**config.mk**
```make
export PLATFORM = sky130hd
export DESIGN_NAME = binary_add_pipe
export DESIGN_NICKNAME = d
export VERILOG_FILES = /design/src/rtl/binary_add_pipe.sv
export SDC_FILE = /design/constraint.sdc
export NUM_CORES = 1
export LEC_CHECK = 0
export CORE_AREA = 4 4 62 64
export CTS_CLUSTER_SIZE = 24
export DETAILED_ROUTE_END_ITERATION = 8
export DIE_AREA = 0 0 66 68
export HOLD_SLACK_MARGIN = 0.15
export PLACE_DENSITY = 0.82
export SLEW_MARGIN = 0
export SYNTH_ARGS = -nofsm -noshare
export SYNTH_HDL_FRONTEND = slang
export SYNTH_SLANG_ARGS = --single-unit
```
**constraint.sdc**
```tcl
create_clock -name clk -period 6.94 [get_ports clk]
set_clock_uncertainty 0.05 [all_clocks]
set_input_delay 1.735 -clock clk [delete_from_list [all_inputs] [get_ports clk]]
set_output_delay 1.735 -clock clk [all_outputs]
set_load 0.03 [all_outputs]
```
**src/rtl/binary_add_pipe.sv**
```systemverilog
// binary_add_pipe
// Pipelined add/subtract unit with valid/ready handshaking. The carry chain is
// cut into STAGES segments of ceil(WIDTH/STAGES) bits, LSB first; stage k
// resolves segment k using the carry registered by stage k-1. The remaining
// operand bits and op travel with each transfer so every slot stays aligned.
//
// Parameters:
//   WIDTH  (2..64)     operand / result width
//   STAGES (1..WIDTH)  number of register stages (= latency in cycles)
//
// Ports:
//   clk        rising-edge clock
//   rst        asynchronous active-high reset
//   A, B       operands
//   op         0 = A+B, 1 = A-B (computed as A + ~B + 1)
//   in_valid   operand set valid
//   in_ready   pipeline can advance this cycle
//   S          result (wrapped, or saturated when enabled)
//   cout       raw carry out of the MSB (subtract: 1 = no borrow)
//   ovf        two's-complement overflow of the raw result
//   out_valid  S/cout/ovf valid
//   out_ready  downstream accepts the result
//
// Configuration:
//   BINARY_ADD_SAT_EN  when defined, S saturates to all-ones on an add that
//                      carries out and to zero on a subtract that borrows.
//                      cout and ovf always describe the raw result.

module binary_add_pipe #(
    parameter int WIDTH  = 11,
    parameter int STAGES = 2
) (
    input  logic             clk,
    input  logic             rst,
    input  logic [WIDTH-1:0] A,
    input  logic [WIDTH-1:0] B,
    input  logic             op,
    input  logic             in_valid,
    output logic             in_ready,
    output logic [WIDTH-1:0] S,
    output logic             cout,
    output logic             ovf,
    output logic             out_valid,
    input  logic             out_ready
);

    localparam int SEG = (WIDTH + STAGES - 1) / STAGES;

    logic adv_s;

    for (genvar k = 0; k < STAGES; k++) begin : g_stage
        // Bit range owned by this stage; may be empty for trailing stages
        // when WIDTH does not divide evenly.
        localparam int LO      = k * SEG;
        localparam int HI      = (((k + 1) * SEG) > WIDTH) ? WIDTH : ((k + 1) * SEG);
        localparam bit IS_LAST = (k == STAGES - 1);

        logic [WIDTH-1:0] a_in_s;
        logic [WIDTH-1:0] b_in_s;
        logic [WIDTH-1:0] s_in_s;
        logic             c_in_s;
        logic             cm_in_s;
        logic             op_in_s;
        logic             v_in_s;

        logic [WIDTH-1:0] s_nx_s;
        logic [WIDTH-1:0] s_out_s;
        logic             c_nx_s;
        logic             cm_nx_s;

        logic [WIDTH-1:0] a_r;
        logic [WIDTH-1:0] b_r;
        logic [WIDTH-1:0] s_r;
        logic             c_r;
        logic             cm_r;
        logic             ovf_r;
        logic             op_r;
        logic             v_r;

        if (k == 0) begin : g_head
            // B is inverted up front for subtract; op doubles as the carry-in.
            assign a_in_s  = A;
            assign b_in_s  = op ? ~B : B;
            assign s_in_s  = '0;
            assign c_in_s  = op;
            assign cm_in_s = 1'b0;
            assign op_in_s = op;
            assign v_in_s  = in_valid;
        end else begin : g_body
            assign a_in_s  = g_stage[k-1].a_r;
            assign b_in_s  = g_stage[k-1].b_r;
            assign s_in_s  = g_stage[k-1].s_r;
            assign c_in_s  = g_stage[k-1].c_r;
            assign cm_in_s = g_stage[k-1].cm_r;
            assign op_in_s = g_stage[k-1].op_r;
            assign v_in_s  = g_stage[k-1].v_r;
        end

        // Ripple this stage's segment; bits outside it pass through unchanged.
        always_comb begin
            s_nx_s  = s_in_s;
            c_nx_s  = c_in_s;
            cm_nx_s = cm_in_s;
            for (int i = 0; i < WIDTH; i++) begin
                if ((i >= LO) && (i < HI)) begin
                    s_nx_s[i] = a_in_s[i] ^ b_in_s[i] ^ c_nx_s;
                    // Remember the carry entering the MSB for overflow.
                    cm_nx_s   = (i == WIDTH - 1) ? c_nx_s : cm_nx_s;
                    c_nx_s    = (a_in_s[i] & b_in_s[i]) | (c_nx_s & (a_in_s[i] ^ b_in_s[i]));
                end else begin
                    s_nx_s[i] = s_in_s[i];
                end
            end
        end

`ifdef BINARY_ADD_SAT_EN
        // Final stage clamps the unsigned result; earlier stages pass through.
        always_comb begin
            s_out_s = s_nx_s;
            if (IS_LAST && !op_in_s && c_nx_s) begin
                s_out_s = '1;
            end else if (IS_LAST && op_in_s && !c_nx_s) begin
                s_out_s = '0;
            end else begin
                s_out_s = s_nx_s;
            end
        end
`else
        assign s_out_s = s_nx_s;
`endif

        // Stage registers: load on advance, hold otherwise, clear on reset.
        always_ff @(posedge clk or posedge rst) begin
            if (rst) begin
                a_r   <= '0;
                b_r   <= '0;
                s_r   <= '0;
                c_r   <= 1'b0;
                cm_r  <= 1'b0;
                ovf_r <= 1'b0;
                op_r  <= 1'b0;
                v_r   <= 1'b0;
            end else if (adv_s) begin
                a_r   <= a_in_s;
                b_r   <= b_in_s;
                s_r   <= s_out_s;
                c_r   <= c_nx_s;
                cm_r  <= cm_nx_s;
                ovf_r <= cm_nx_s ^ c_nx_s;
                op_r  <= op_in_s;
                v_r   <= v_in_s;
            end else begin
                a_r   <= a_r;
                b_r   <= b_r;
                s_r   <= s_r;
                c_r   <= c_r;
                cm_r  <= cm_r;
                ovf_r <= ovf_r;
                op_r  <= op_r;
                v_r   <= v_r;
            end
        end
    end

    // The whole pipeline moves together whenever the output slot can drain.
    assign adv_s     = out_ready | ~g_stage[STAGES-1].v_r;
    assign in_ready  = adv_s;

    assign S         = g_stage[STAGES-1].s_r;
    assign cout      = g_stage[STAGES-1].c_r;
    assign ovf       = g_stage[STAGES-1].ovf_r;
    assign out_valid = g_stage[STAGES-1].v_r;

endmodule

```
# Word-level counts from Yosys, hierarchy flattened
# Cells that the tools add are included.
# word_totals
ff_bits	44
input_bits	27
output_inout_bits	15
elab_cells	69
# classes
n_mux	1
n_bitwise	59
# ops
op	count
$xor 1x1->1	23
$and 1x1->1	22
$or 1x1->1	12
$mux 11	1
$not 11->11	1
$not 1->1	1

# Logic depth before layout (Yosys ltp)
# depth
ltp_word	15
mapped_depth	10
ltp_nobuf	10

# Worst setup path before layout
# No wires, ideal clock.
# synth_path
path_type	input -> register
from	input port op
to	register g_stage[0].s_r[5]
setup_ps	125
arrival_ps	4313
required_ps	6765
path_slack_ps	2451
stages	9
n_path_buf	1
path_cell_list	buf_2 -> xnor2_1 -> fa_1 -> fa_1 -> fa_1 -> fa_1 -> inv_1 -> fa_1 -> mux2_4
# synth_between
elab_chain_cells	13
elab_cells_between_ends	23
classes_between	mux (1); bitwise (22)
# synth_lines
item	line	rtl
from (decl)	37	input logic op,
$mux 11	83	assign b_in_s = op ? ~B : B;
$xor 1x1->1	109	c_nx_s = (a_in_s[i] & b_in_s[i]) | (c_nx_s & (a_in_s[i] ^ b_in_s[i]));
$and 1x1->1	109	
$or 1x1->1	109	
$and 1x1->1	109	
$or 1x1->1	109	
$and 1x1->1	109	
$or 1x1->1	109	
$and 1x1->1	109	
$or 1x1->1	109	
$and 1x1->1	109	
$or 1x1->1	109	
$xor 1x1->1 (*)	106	s_nx_s[i] = a_in_s[i] ^ b_in_s[i] ^ c_nx_s;
net g_stage[0].s_nx_s[5]	66	logic [WIDTH-1:0] s_nx_s;
to (signal assigned)	146	s_r <= s_out_s;
to (signal assigned)	155	s_r <= s_r;
to (decl)	73	logic [WIDTH-1:0] s_r;
# Mark *: on every way through the listed nets, which the timed path passes. The rest lies on a longest branch.
# A chain may end at the register's enable or synchronous reset.

# Worst setup path in the final report
# layout_path
from	input port out_ready
to	output port in_ready
# layout_between
elab_chain_cells	1
# layout_lines
item	line	rtl
from (decl)	44	input logic out_ready
$or 1x1->1	166	assign adv_s = out_ready | ~g_stage[STAGES-1].v_r;
to (decl)	39	output logic in_ready,
# No other way between the ends.

==> results.json <==
{
  "outcome": "finished, final reports clean",
  "die_w_um": 66,
  "hold_start": "g_stage[0].v_r",
  "cts.reportedPaths.clkPinSlew_ns": 0.09,
  "numPortBuffers": 41,
  "tritoncts": "done",
  "yosys_warnings": 0,
  "synth_nets": 151,
  "std_cell_rows": 21,
  "clock_tree.htree_level_count": 2,
  "setup_repair_after_global_routing_missed_its_margin": "no",
  "cellPowerDensity_nw_per_um2": 313.3,
  "intPower_uw": 439.8,
  "synthesis.instances": 114,
  "place_congestion": 0.7544,
  "first_iter_violations": 29,
  "drv.max_cap_violation_count": 0,
  "r2r_cells": 10,
  "rrSetupSlack_ns": 4.23,
  "core-area_um2": 3284,
  "timing.hold.ws_ns": 0.4630,
  "design_power_total_uw": 672.3,
  "cts-root-buf": "sky130_fd_sc_hd__clkbuf_4",
  "die_area_um2": 4488,
  "grt_first_pass_wirelength_um": 5188,
  "final_critical_path_setup_slack_ns": 1.474,
  "timing.rr.end": "ovf",
  "setup_tns_final_ns": 0,
  "power.switching_fraction_pct": 34.59,
  "clockPowerShare_pct": 16.8,
  "power.switching_uw": 232.6,
  "timing_max_transition_violations_final": 0,
  "timing_worst_setup_path_type": "input port to output pin",
  "most-common-layout-cells": "sky130_fd_sc_hd__clkdlybuf4s50_1 (41), sky130_fd_sc_hd__dfrtp_1 (32), sky130_fd_sc_hd__mux2_4 (19), sky130_fd_sc_hd__inv_1 (13), sky130_fd_sc_hd__fa_1 (10)",
  "share_comb_of_total_power_pct": 42.6,
  "timing.final.crit_share_pct": 78.76,
  "pre_cts_ws_ns": 1.463,
  "endpoint_arrival_time_on_the_critical_path_ns": 3.68,
  "critPathMaxFanout": 33,
  "cts_max_path_buffers": 2,
  "post_cts_buffers": 0,
  "crit_required_ns": 5.16,
  "synth_seq_cells": 32,
  "antenna_found_initial": 0,
  "distinct_cell_type_count_after_synthesis": 15,
  "postRouteWirelength_um": 3021,
  "placedCellCount": 196,
  "synth.cell_area_um2": 1670,
  "max-slew-margin-rel_pct": 60.82,
  "tritoncts_buffer_count": 5,
  "setup-violations-final": 0,
  "vias": 968,
  "insertedDiodeCount": 0,
  "slew_worst_pin_ns": 0.5859,
  "initial_util_pct": 50.86,
  "static-leakage-power_uw": 0.0009729,
  "holdCritPathClass": "flop to flop",
  "die_y_um": 68,
  "layout_commonest_cell": "sky130_fd_sc_hd__clkdlybuf4s50_1",
  "clock_insertion_delay_worst_skew_ns": 0.34,
  "cts_resized": 0,
  "cts_sinks": 32,
  "syn_avg_cell_area_um2": 14.65,
  "cp-end-kind": "output pin",
  "synth-seq-area-share_pct": 47.94,
  "globalRouteTotalUtil_pct": 16.02,
  "power_frac_seq_pct": 40.6,
  "number_of_global_route_vias_before_repair": 1128,
  "finish.net_count": 194,
  "drive_above_1_share_pct": 18.99,
  "drt_drc_violations_left": 0,
  "globalRouteOverflowTotal": 0,
  "period_needed_ns": 5.466,
  "syn_to_final_growth_pct": 28.46,
  "cts-hold-fix-buffers": 0,
  "clock.fmax_mhz": 183.0,
  "vias_per_cell": 4.745,
  "ir_worst_vdd_v": 0.0001571,
  "place.detailed.hpwl_um": 2293,
  "top_level_i_o_count": 42,
  "critical_path.reg2reg.startpoint": "g_stage[0].a_r[6]",
  "dr.pass1.iters": 2,
  "grt_start_max_net_pins": 34,
  "routedWlPerCell_um": 14.81,
  "holdPathStages": 1,
  "timing.hold.worst_endpoint": "out_valid",
  "finalHoldViolations": 0,
  "crit_start_category": "input port",
  "final_cells": 204,
  "antenna_left": 0
}
## critical path, cell delays in order
cell	delay (ns)
sky130_fd_sc_hd__clkdlybuf4s50_1	0.63
sky130_fd_sc_hd__nand2b_4	0.53
sky130_fd_sc_hd__clkdlybuf4s50_1	0.77
## per-stage QoR
step	cell area, um^2	util (%)
3_5_place_dp	2087	63.54
6_report	2146	65.33
2_1_floorplan	1670	-
4_1_cts	2146	65.33
5_1_grt	2146	65.33
3_3_place_gp	2087	63.54
## cell type report
cell class / count / area, um^2
clock buffer: 8 / 58.81
inverter: 13 / 48.80
sequential: 32 / 800.8
timing repair buffer: 42 / 417.9
tap: 46 / 57.56
multi-input combinational: 63 / 762.0
fill: 260 / 1139
## power by group through the flow
stage	Sequential (uW)	Clock, uW	Combinational, uW
detailed placement	277	0	291
finish	273	113	286
global placement	275	0	285
global route	280	126	309
CTS	274	116	292
floorplan	336	0	123
## logic make-up (layout without fill, tap and decap cells)
| family | count (synthesis) | after routing | share of synthesized area [%] |
|---|---|---|---|
| flip-flops | 32 | 32 | 47.94 |
| buffers and inverters | 19 | 63 | 6.442 |
| adder cells (fa/ha/maj) | 10 | 10 | 11.98 |
| multiplexers | 25 | 25 | 20.90 |
| AO/OA/AOI/OAI | 7 | 7 | 2.097 |
| XOR/XNOR | 12 | 12 | 6.292 |
| AND/OR/NAND/NOR | 9 | 9 | 4.345 |
## worst max-delay path by stage
| stage | depth (start not counted) | from | endpoint |
|---|---|---|---|
| 2_1_floorplan | 9 | op | g_stage[0].s_r[5] |
| 3_3_place_gp | 3 | out_ready | in_ready |
| 3_5_place_dp | 3 | out_ready | in_ready |
| 4_1_cts | 3 | out_ready | in_ready |
| 5_1_grt | 3 | out_ready | in_ready |
| 6_report | 3 | out_ready | in_ready |
## per-layer routing
layer | global-route usage, % | part of all wire, %
met2 | 26.03 | 50
met1 | 19.08 | 41
met3 | 6.240 | 6.8
met4 | 6.853 | 1.9
met5 | 0 | 0
## sequential cells by signal (all words and copies together), names as in the netlist
signal       count
g_stage.v_r      1
cout             1
S               11
out_valid        1
g_stage.s_r      6
g_stage.b_r      5
ovf              1
g_stage.c_r      1
g_stage.a_r      5
## Yosys cell counts (all sizes together)
master	n	area, um^2
dfrtp	32	800.8
mux2	22	319.0
inv	13	48.80
fa	10	200.2
a21oi	7	35.03
nor3b	7	52.55
xnor2	7	61.31
buf	6	58.80
xor2	5	43.79
mux2i	3	30.03
nand2b	2	20.02
No activity file was read; power rests on OpenSTA's default activity.
